File: src/rtl/folded_history_reg.sv
// Global branch history register with an XOR-folded copy for TAGE-style indexing.
// The fold is updated incrementally per outcome and rebuilt serially after a restore.
module folded_history_reg #(
  parameter int INPUT_LENGTH  = 10,
  parameter int OUTPUT_LENGTH = 8
) (
  input  logic                     clk,
  input  logic                     rst,
  input  logic                     update_valid_i,
  input  logic                     update_taken_i,
  output logic                     update_ready_o,
  input  logic                     restore_valid_i,
  input  logic [INPUT_LENGTH-1:0]  restore_ghr_i,
  output logic [INPUT_LENGTH-1:0]  ghr_o,
  output logic [OUTPUT_LENGTH-1:0] folded_o,
  output logic                     folded_valid_o
);

  localparam int NUM_CHUNKS = (INPUT_LENGTH + OUTPUT_LENGTH - 1) / OUTPUT_LENGTH;
  localparam int PAD_LENGTH = NUM_CHUNKS * OUTPUT_LENGTH;
  localparam int DROP_POS   = INPUT_LENGTH % OUTPUT_LENGTH;
  localparam int IDX_W      = (NUM_CHUNKS > 1) ? $clog2(NUM_CHUNKS) : 1;

  typedef enum logic {READY, REBUILD} state_t;

  state_t                   state;
  logic [INPUT_LENGTH-1:0]  ghr;
  logic [OUTPUT_LENGTH-1:0] folded;
  logic [OUTPUT_LENGTH-1:0] acc;
  logic                     folded_valid;
  logic [IDX_W-1:0]         idx;

  logic [PAD_LENGTH-1:0]    ghr_pad;
  logic [OUTPUT_LENGTH-1:0] chunk;
  logic [OUTPUT_LENGTH-1:0] folded_shift;

  assign ghr_pad = PAD_LENGTH'(ghr);
  assign chunk   = ghr_pad[idx*OUTPUT_LENGTH +: OUTPUT_LENGTH];

  // Shifting the GHR left rotates every folded bit by one; the incoming outcome
  // lands on bit 0 and the dropped MSB would have wrapped to INPUT_LENGTH % OUTPUT_LENGTH.
  assign folded_shift = {folded[OUTPUT_LENGTH-2:0], folded[OUTPUT_LENGTH-1]}
                      ^ OUTPUT_LENGTH'(update_taken_i)
                      ^ (OUTPUT_LENGTH'(ghr[INPUT_LENGTH-1]) << DROP_POS);

  assign update_ready_o = (state == READY) && !restore_valid_i;
  assign ghr_o          = ghr;
  assign folded_o       = folded;
  assign folded_valid_o = folded_valid;

  always_ff @(posedge clk) begin
    if (rst) begin
      state        <= READY;
      ghr          <= '0;
      folded       <= '0;
      folded_valid <= 1'b1;
      acc          <= '0;
      idx          <= '0;
    end else if (restore_valid_i) begin
      state        <= REBUILD;
      ghr          <= restore_ghr_i;
      folded_valid <= 1'b0;
      acc          <= '0;
      idx          <= '0;
    end else begin
      case (state)
        READY: begin
          if (update_valid_i) begin
            ghr    <= {ghr[INPUT_LENGTH-2:0], update_taken_i};
            folded <= folded_shift;
          end
        end
        REBUILD: begin
          acc <= acc ^ chunk;
          if (idx == IDX_W'(NUM_CHUNKS - 1)) begin
            folded       <= acc ^ chunk;
            folded_valid <= 1'b1;
            state        <= READY;
            idx          <= '0;
          end else begin
            idx <= idx + IDX_W'(1);
          end
        end
        default: state <= READY;
      endcase
    end
  end

endmodule

File: config.mk
export PLATFORM = sky130hd
export DESIGN_NAME = folded_history_reg
export DESIGN_NICKNAME = d
export VERILOG_FILES = /design/src/rtl/folded_history_reg.sv
export SDC_FILE = /design/constraint.sdc
export NUM_CORES = 1
export LEC_CHECK = 0
export BUFFER_PORTS_ARGS = -buffer_cell sky130_fd_sc_hd__buf_2
export CAP_MARGIN = 10
export CELL_PAD_IN_SITES_DETAIL_PLACEMENT = 1
export CELL_PAD_IN_SITES_GLOBAL_PLACEMENT = 1
export CORE_ASPECT_RATIO = 0.75
export CORE_MARGIN = 5
export CORE_UTILIZATION = 39
export CTS_BUF_LIST = sky130_fd_sc_hd__clkbuf_8 sky130_fd_sc_hd__clkbuf_16
export DETAILED_ROUTE_END_ITERATION = 8
export GPL_ROUTABILITY_DRIVEN = 0
export MAX_ROUTING_LAYER = met4
export PLACE_DENSITY = 0.75
export SETUP_SLACK_MARGIN = 0.4
export SLEW_MARGIN = 40
export SYNTH_ARGS = -nofsm -noshare
export SYNTH_HDL_FRONTEND = slang
export SYNTH_SLANG_ARGS = --single-unit
export TNS_END_PERCENT = 5
File: constraint.sdc
create_clock -name clk -period 1.6 [get_ports clk]
set_input_delay 0.16 -clock clk [delete_from_list [all_inputs] [get_ports clk]]
set_output_delay 0.16 -clock clk [all_outputs]
set_load 0.02 [all_outputs]
==> results of run 1 <==
-- tightest hold or removal path: cells and delay by family --
kind / cells / cell delay [ns]
buffers and inverters: 1 / 0.07
multiplexers: 1 / 0.05
AND/OR/NAND/NOR: 1 / 0.07
-- state kept, by name, indices dropped and copies added, names as in the netlist --
signal          flops
acc                 8
folded_o            8
folded_valid_o      1
ghr_o              10
idx                 1
state               1
-- power groups by stage --
stage	clock network (mW)	logic [mW]	registers, mW
finish	0.671	0.310	0.800
global route	0.734	0.337	0.805
CTS	0.687	0.305	0.798
detailed placement	0	0.278	0.814
global placement	0	0.268	0.812
floorplan	0	0.173	0.833
-- area by class of cell --
cell class	instances	area share (%)
clock inverter	1	0.272
inverter	1	0.204
sequential	29	31.9
timing repair buffer	42	12.7
multi-input combinational	118	46.1
clock buffer	7	5.23
tap	52	3.53
-- cells by family after synthesis --
logic type,share of synthesized area (%)
flip-flops,40.6
XOR/XNOR,11.6
AO/OA/AOI/OAI,9.46
multiplexers,16.6
buffers and inverters,4.38
AND/OR/NAND/NOR,17.3
-- per-layer routing --
metal	vias up	share of wire, %	track usage, %
met4	0	1.9	8.23
met5	-	0	-
met2	28	47	25.9
li1	594	-	-
met1	576	47	21.6
met3	7	4.2	4.90
-- how the worst max path moves through the flow --
stage	slack (ns)	to	cells past startpoint
floorplan	0.38	folded_o[0]	5
global placement	0.20	folded_o[1]	4
CTS	0.35	folded_o[1]	5
global route	0.30	folded_o[1]	4
detailed placement	0.13	folded_o[1]	4
finish	0.35	folded_o[1]	5
-- repair_timing --
| item | 4_1_cts | 5_1_grt |
|---|---|---|
| setup endpoints to repair | 25 | 24 |
| gates resized for setup | 12 | 7 |
| cloned | 1 | 0 |
| pin swaps | 3 | 1 |
| setup buffers | 5 | 0 |
-- cells in the mapped netlist, drive strengths merged --
master,n
a21o,1
o21a,1
o21bai,1
xnor2,10
xor2,9
o21ai,1
mux2,10
clkbuf,4
a21oi,9
inv,1
nand2b,1
or2,1
buf,7
nor2b,10
mux2i,12
nand2,14
dfxtp,29
a211o,6
nor2,30
a32o,1
-- stage by stage --
| stage | hold slack [ns] | utilization (%) |
|---|---|---|
| after floorplan | 0.307 | - |
| after global placement | 0.395 | 45.4 |
| after detailed placement | 0.403 | 45.4 |
| after CTS | 0.108 | 50.5 |
| after global routing | 0.111 | 51.3 |
| final | 0.112 | 51.3 |
==> results.py, run 1 <==
metrics = {
    "worst_setup_path": {
        "cp.arrival_ns": 1.48,
        "cp-end-kind": "flip-flop",
        "worstSetupPathType": "flip-flop to flip-flop",
        "cp_cell_sequence": "nand2b_4 > a21o_4 > buf_6 > a21oi_2 > o21a_1",
        "ff2ff_setup_slack_ns": 0.35,
        "cp_num_buf_inv": 1,
        "regToRegStartpoint": "state",
        "r2r_end": "folded_o[1]",
        "crit_required_ns": 1.83,
        "critical_path.slowest_cell": "dfxtp_4",
        "critPathTopFamily": "compound AO/OA/AOI/OAI gates",
        "worst-path-max-fanout": 8,
        "startpoint": "state",
        "critical-path-max-stage-delay_ns": 0.37,
        "start_kind": "flip-flop",
        "reg2reg_depth": 5,
    },
    "finish": {
        "final_cell_area_um2": 1840,
        "final_common_cell": "buf_2",
        "multi_input_area_um2": 850,
        "instances_no_fill": 250,
        "diodes": 0,
        "drive_gt1_share_pct": 32.8,
        "fillCellCount": 431,
        "nets": 212,
        "syn_to_final_growth_pct": 28.9,
        "layout_common_cells": "34 x buf_2, 30 x nor2_1, 27 x dfxtp_1",
        "register_area_um2": 588,
    },
    "min_path": {
        "hold_start": "restore_ghr_i[2]",
        "hp-class": "primary input to flip-flop",
        "holdPathEnd": "ghr_o[2]",
        "min_path_cells": 3,
    },
    "global_route": {
        "grt_antenna_before_repair": 0,
        "grt_max_degree": 18,
        "track_usage_pct": 17.4,
        "overflow": 0,
        "grt_pass1_vias": 1353,
        "grt_pass1_wl_um": 6550,
    },
    "synthesis": {
        "synth_top_area_cell": "dfxtp_1",
        "netlist_instances": 158,
        "syn-num-nets": 173,
        "ys_warn_count": 0,
        "synth-seq-cells": 29,
        "synth.area.top_cells": "dfxtp_1 41%, mux2_1 7.9%, nor2_1 7.9%, mux2i_1 7.7%, xnor2_1 6.1%",
        "synth_area_um2": 1430,
        "ys_seq_area_share_pct": 40.6,
        "avgSynthCellArea_um2": 9.04,
        "ys_types": 23,
        "synth_top_area_share_pct": 40.6,
    },
    "sta": {
        "maxSlewViolCount": 0,
        "final.period_utilization_pct": 77.8,
        "setup_tns_ns": 0,
        "timing.fmax_mhz": 803,
        "final_hold_viol_count": 0,
        "relSlewSlack_pct": 75.2,
        "worst_pin_slew_ns": 0.372,
        "finClkSkew_ns": 0.00541,
        "setup_violations": 0,
        "worst_slack_ns": 0.355,
        "rsz0062_at_grt": "true",
        "period_needed_ns": 1.25,
    },
    "clocking": {
        "numCtsBuffers": 5,
        "clk_latency_ns": 0.28,
        "cts_tree": "done",
        "cts_sinks": 29,
        "hold_buffers": 0,
        "clockBufferDepth": 2,
        "htree_levels": 2,
        "clkTransAtPathRegs_ns": 0.06,
        "root_buffer": "clkbuf_8",
    },
    "drt": {
        "first_pass_iters": 4,
        "route.vias.total": 1205,
        "wl_per_cell_um": 15.4,
        "drc": 0,
        "drtIter0Drc": 44,
        "ant_nets": 0,
        "wl_um": 3860,
        "viasPerCell": 4.82,
    },
    "pwr": {
        "power.internal_mw": 1.29,
        "pwr-share-comb_pct": 17.4,
        "power_mw": 1.78,
        "netSwitchingFraction_pct": 27.8,
        "ir_worst_vdd_mv": 0.515,
        "powerDensity_nw_per_um2": 967,
        "sequentialPowerShare_pct": 44.9,
        "p_leak_nw": 0.808,
        "netSwitchingPower_mw": 0.496,
        "clkPwrFrac_pct": 37.7,
    },
    "floorplanning": {
        "core.rowCount": 19,
        "pin_count": 35,
        "start_util_pct": 39.8,
        "die_x_um": 79.9,
        "dieHeight_um": 62.4,
        "dieArea_um2": 4990,
        "coreArea_um2": 3590,
    },
    "place": {
        "dp.cells": 236,
        "placed_cell_area_um2": 1630,
        "port_buffers": 34,
        "dp_hpwl_um": 2690,
        "dp_slack_ns": 0.132,
    },
    "run_status": {
        "outcome": "completed",
    },
    "flow_run": {
        "max_cap_violations": 0,
    },
}
Power figures use the tool's default switching activity.
==> inputs of run 2 (changes only) <==
Settings changed: CORE_UTILIZATION 39 to 35, PLACE_DENSITY 0.75 to 0.71.
Clock period 1.6 ns to 1.05 ns, I/O delays scaled along.
==> results.py, run 2 (synthesized netlist as in run 1, its figures left out) <==
metrics = {
    "run_status": {
        "outcome": "finished, violations left",
        "violations": "setup timing",
    },
    "sta": {
        "worst_slack_ns": -0.266,
        "period_needed_ns": 1.32,
        "finClkSkew_ns": 0.00472,
        "final.period_utilization_pct": 125,
        "final_hold_viol_count": 0,
        "worst_pin_slew_ns": 0.347,
        "maxSlewViolCount": 0,
        "setup_violations": 27,
        "rsz0062_at_grt": "true",
        "relSlewSlack_pct": 76.9,
        "timing.fmax_mhz": 760,
    },
    "clocking": {
        "numCtsBuffers": 5,
        "hold_buffers": 0,
        "clockBufferDepth": 2,
        "root_buffer": "clkbuf_8",
        "cts_sinks": 29,
        "clkTransAtPathRegs_ns": 0.06,
        "cts_tree": "done",
        "htree_levels": 2,
        "clk_latency_ns": 0.28,
    },
    "finish": {
        "largest_register_ffs": 10,
        "diodes": 0,
        "register_area_um2": 599,
        "syn_to_final_growth_pct": 42.7,
        "drive_gt1_share_pct": 39.7,
        "multi_input_area_um2": 842,
        "nets": 228,
        "fillCellCount": 488,
        "layout_common_cells": "30 x nor2_1, 30 x buf_4, 22 x dfxtp_1",
        "utilization_pct": 50.9,
    },
    "pwr": {
        "power_mw": 2.68,
        "powerDensity_nw_per_um2": 1310,
        "ir_worst_vdd_mv": 0.726,
        "p_leak_nw": 0.913,
    },
    "drt": {
        "wl_per_cell_um": 16.6,
        "first_pass_iters": 4,
        "drtIter0Drc": 46,
        "ant_nets": 0,
        "route.vias.total": 1300,
        "drc": 0,
        "wl_um": 4480,
        "viasPerCell": 4.83,
    },
    "floorplanning": {
        "start_util_pct": 35.7,
        "die_x_um": 83.8,
        "dieArea_um2": 5470,
        "pin_count": 35,
        "coreArea_um2": 4000,
        "core.rowCount": 20,
        "dieHeight_um": 65.3,
    },
    "place": {
        "port_buffers": 34,
        "dp_hpwl_um": 3070,
    },
    "global_route": {
        "grt_pass1_vias": 1423,
        "grt_pass1_wl_um": 7220,
        "track_usage_pct": 17.7,
        "grt_antenna_before_repair": 0,
        "overflow": 0,
        "grt_max_degree": 17,
    },
    "worst_setup_path": {
        "cp.arrival_ns": 1.49,
        "start_kind": "flip-flop",
        "cp-end-kind": "flip-flop",
        "worst-path-max-fanout": 6,
        "crit_required_ns": 1.22,
        "worstSetupPathType": "flip-flop to flip-flop",
    },
    "flow_run": {
        "max_cap_violations": 0,
    },
    "min_path": {
        "hp-class": "primary input to flip-flop",
    },
}
run 2: cell count changes in the layout (fill, tap and decap cells not counted), sizes merged:
cell    delta
buf       +16
inv        +3
clkbuf     -2
clkinv     -1
run 2: critical path, cell delays in order, from the launching register on:
cell and delay, ns:
dfxtp_4 0.36, nand2b_2 0.26, mux2_1 0.35, mux2i_1 0.17, nor2_1 0.06
run 2: cell type report:
cell class | instances | share of cell area [%]
timing repair buffer | 58 | 21.8
clock buffer | 5 | 3.37
sequential | 29 | 29.4
tap | 55 | 3.37
clock inverter | 3 | 0.552
inverter | 1 | 0.184
multi-input combinational | 118 | 41.3
run 2: metrics by stage:
step,setup slack (ns),cells,hold slack [ns],TNS [ns],instance area (um^2)
after detailed placement,-0.357,258,0.357,-6.21,1790
after global placement,-0.222,258,0.342,-4.38,1790
after global routing,-0.300,269,0.0523,-6.82,2040
after CTS,-0.262,269,0.0540,-5.34,1990
final,-0.266,269,0.0623,-5.27,2040
after floorplan,-0.170,158,0.252,-2.96,1440
run 2: report_power, final:
group	internal [mW]	switching, mW
clock	0.440	0.423
combinational	0.310	0.306
sequential	1.15	0.0488
run 2: repair_timing:
action	4_1_cts	5_1_grt
hold endpoints to repair	0	0
pin swaps	1	1
gates resized for setup	29	19
buffers inserted	2	0
cloned	1	0
endpoints found under the setup margin	49	49
run 2: worst paths after layout:
kind | from | endpoint | slack [ns] | depth (start not counted)
setup / recovery | state | ghr_o[7] | -0.27 | 4
hold reg to reg | folded_o[4] | folded_o[4] | 0.49 | 2
setup reg to reg | state | ghr_o[7] | -0.27 | 4
hold / removal | restore_ghr_i[0] | ghr_o[0] | 0.06 | 3
run 2: layer usage:
metal	wire length, um	GRT usage (%)	vias to the layer above	share of wire [%]
li1	-	-	625	-
met5	0	-	-	0
met4	104	8.43	0	2.3
met3	192	4.89	9	4.3
met2	2180	29.4	32	49
met1	2000	19.9	634	45
==> inputs of run 3 (changes only) <==
Settings changed: PLACE_DENSITY 0.71 to not set, PLACE_DENSITY_LB_ADDON set to 0.1.
==> results.py, run 3 (synthesized netlist as in run 1, its figures left out) <==
metrics = {
    "floorplanning": {
        "core.rowCount": 20,
        "dieHeight_um": 65.3,
        "die_x_um": 83.8,
        "pin_count": 35,
        "start_util_pct": 35.7,
        "dieArea_um2": 5470,
        "coreArea_um2": 4000,
    },
    "min_path": {
        "hp-class": "primary input to flip-flop",
        "min_path_cells": 3,
    },
    "sta": {
        "timing.fmax_mhz": 787,
        "setup_violations": 27,
        "finClkSkew_ns": 0.00581,
        "rsz0062_at_grt": "true",
        "relSlewSlack_pct": 75.7,
        "final_hold_viol_count": 0,
        "final.period_utilization_pct": 121,
        "worst_hold_slack_ns": 0.0678,
        "worst_slack_ns": -0.221,
        "worst_pin_slew_ns": 0.365,
        "maxSlewViolCount": 0,
        "period_needed_ns": 1.27,
    },
    "pwr": {
        "p_leak_nw": 0.928,
        "powerDensity_nw_per_um2": 1320,
        "power.internal_mw": 2.01,
        "pwr-share-comb_pct": 23.4,
        "netSwitchingFraction_pct": 27.6,
        "sequentialPowerShare_pct": 43.4,
        "clkPwrFrac_pct": 33.2,
        "power_mw": 2.77,
        "netSwitchingPower_mw": 0.765,
        "ir_worst_vdd_mv": 0.578,
    },
    "global_route": {
        "overflow": 0,
        "grt_pass1_wl_um": 7110,
        "grt_pass1_vias": 1453,
        "track_usage_pct": 17.2,
        "grt_max_degree": 18,
        "grt_antenna_before_repair": 0,
    },
    "worst_setup_path": {
        "worstSetupPathType": "flip-flop to flip-flop",
        "cp_cell_sequence": "nand2b_4 > a21o_1 > buf_12 > a211o_1 > a21oi_2",
        "critical_path.slowest_cell": "dfxtp_2",
        "critPathTopFamily": "compound AO/OA/AOI/OAI gates",
        "cp-end-kind": "flip-flop",
        "path_depth": 5,
        "cp.arrival_ns": 1.49,
        "crit_required_ns": 1.26,
        "worst-path-max-fanout": 15,
        "reg2reg_depth": 5,
        "cp_num_buf_inv": 1,
        "critical-path-max-stage-delay_ns": 0.33,
        "start_kind": "flip-flop",
    },
    "drt": {
        "wl_per_cell_um": 15.7,
        "route.vias.total": 1277,
        "first_pass_iters": 4,
        "viasPerCell": 4.82,
        "wl_um": 4170,
        "drtIter0Drc": 4,
        "drc": 0,
        "ant_nets": 0,
    },
    "finish": {
        "nets": 225,
        "diodes": 0,
        "final_common_cell": "nor2_1",
        "layout_common_cells": "30 x nor2_1, 25 x buf_4, 20 x dfxtp_1",
        "syn_to_final_growth_pct": 47.4,
        "drive_gt1_share_pct": 45.2,
        "multi_input_area_um2": 863,
        "instances_no_fill": 265,
        "fillCellCount": 468,
        "utilization_pct": 52.6,
        "largest_register_ffs": 10,
        "register_area_um2": 599,
    },
    "clocking": {
        "clockBufferDepth": 2,
        "cts_sinks": 29,
        "clkTransAtPathRegs_ns": 0.06,
        "hold_buffers": 0,
        "root_buffer": "clkbuf_8",
        "cts_tree": "done",
        "numCtsBuffers": 5,
        "htree_levels": 2,
        "clk_latency_ns": 0.28,
    },
    "flow_run": {
        "max_cap_violations": 0,
    },
    "run_status": {
        "outcome": "finished, violations left",
        "violations": "setup timing",
    },
    "place": {
        "port_buffers": 34,
        "dp_hpwl_um": 2970,
        "dp.cells": 256,
    },
}
==> run 3: cell count changes in the layout (fill, tap and decap cells not counted), sizes merged <==
cell,delta
nand2b,-1
clkbuf,+1
buf,-2
inv,-2
==> run 3: path summary, 6_finish.rpt <==
| kind | start | to | slack [ns] |
|---|---|---|---|
| worst max-delay path | state | folded_o[5] | -0.22 |
| worst min-delay path | restore_ghr_i[5] | ghr_o[5] | 0.07 |
| worst max register to register | state | folded_o[5] | -0.22 |
| worst min register to register | folded_o[3] | folded_o[3] | 0.48 |
==> run 3: routing by layer <==
metal | vias to the layer above | wire, um | GRT usage, %
met5 | - | 0 | -
met4 | 0 | 85 | 6.63
met3 | 9 | 140 | 4.14
li1 | 620 | - | -
met2 | 29 | 1950 | 27.4
met1 | 619 | 2000 | 21.3
==> run 3: power by group through the flow <==
stage	Combinational, mW	Clock [mW]	Sequential, mW
after floorplan	0.264	0	1.27
after global placement	0.509	0	1.22
after detailed placement	0.520	0	1.22
after CTS	0.618	0.942	1.20
after global routing	0.697	1.01	1.21
final	0.648	0.921	1.20
==> run 3: cell type report <==
cell class | instances | share of cell area (%)
Clock inverter | 1 | 0.178
Multi-Input combinational cell | 117 | 41.0
Tap cell | 55 | 3.27
Clock buffer | 6 | 3.92
Timing Repair Buffer | 56 | 23.0
Inverter | 1 | 0.178
Sequential cell | 29 | 28.5
==> run 3: worst min-delay path: cells and delay by family <==
family	cells	cell delay, ns
AND/OR/NAND/NOR	1	0.08
multiplexers	1	0.06
buffers and inverters	1	0.07
==> run 3: what timing repair did <==
action / CTS / global route
endpoints found under the setup margin: 49 / 49
resized for setup: 42 / 25
buffers inserted: 2 / 0
pin swaps: 0 / 1
==> run 3: stage by stage <==
step	setup WS (ns)	area [um^2]	setup TNS, ns
floorplan	-0.170	1440	-2.96
global placement	-0.229	1790	-4.04
detailed placement	-0.313	1790	-5.19
CTS	-0.223	2030	-4.22
global route	-0.275	2110	-5.68
finish	-0.221	2110	-4.09
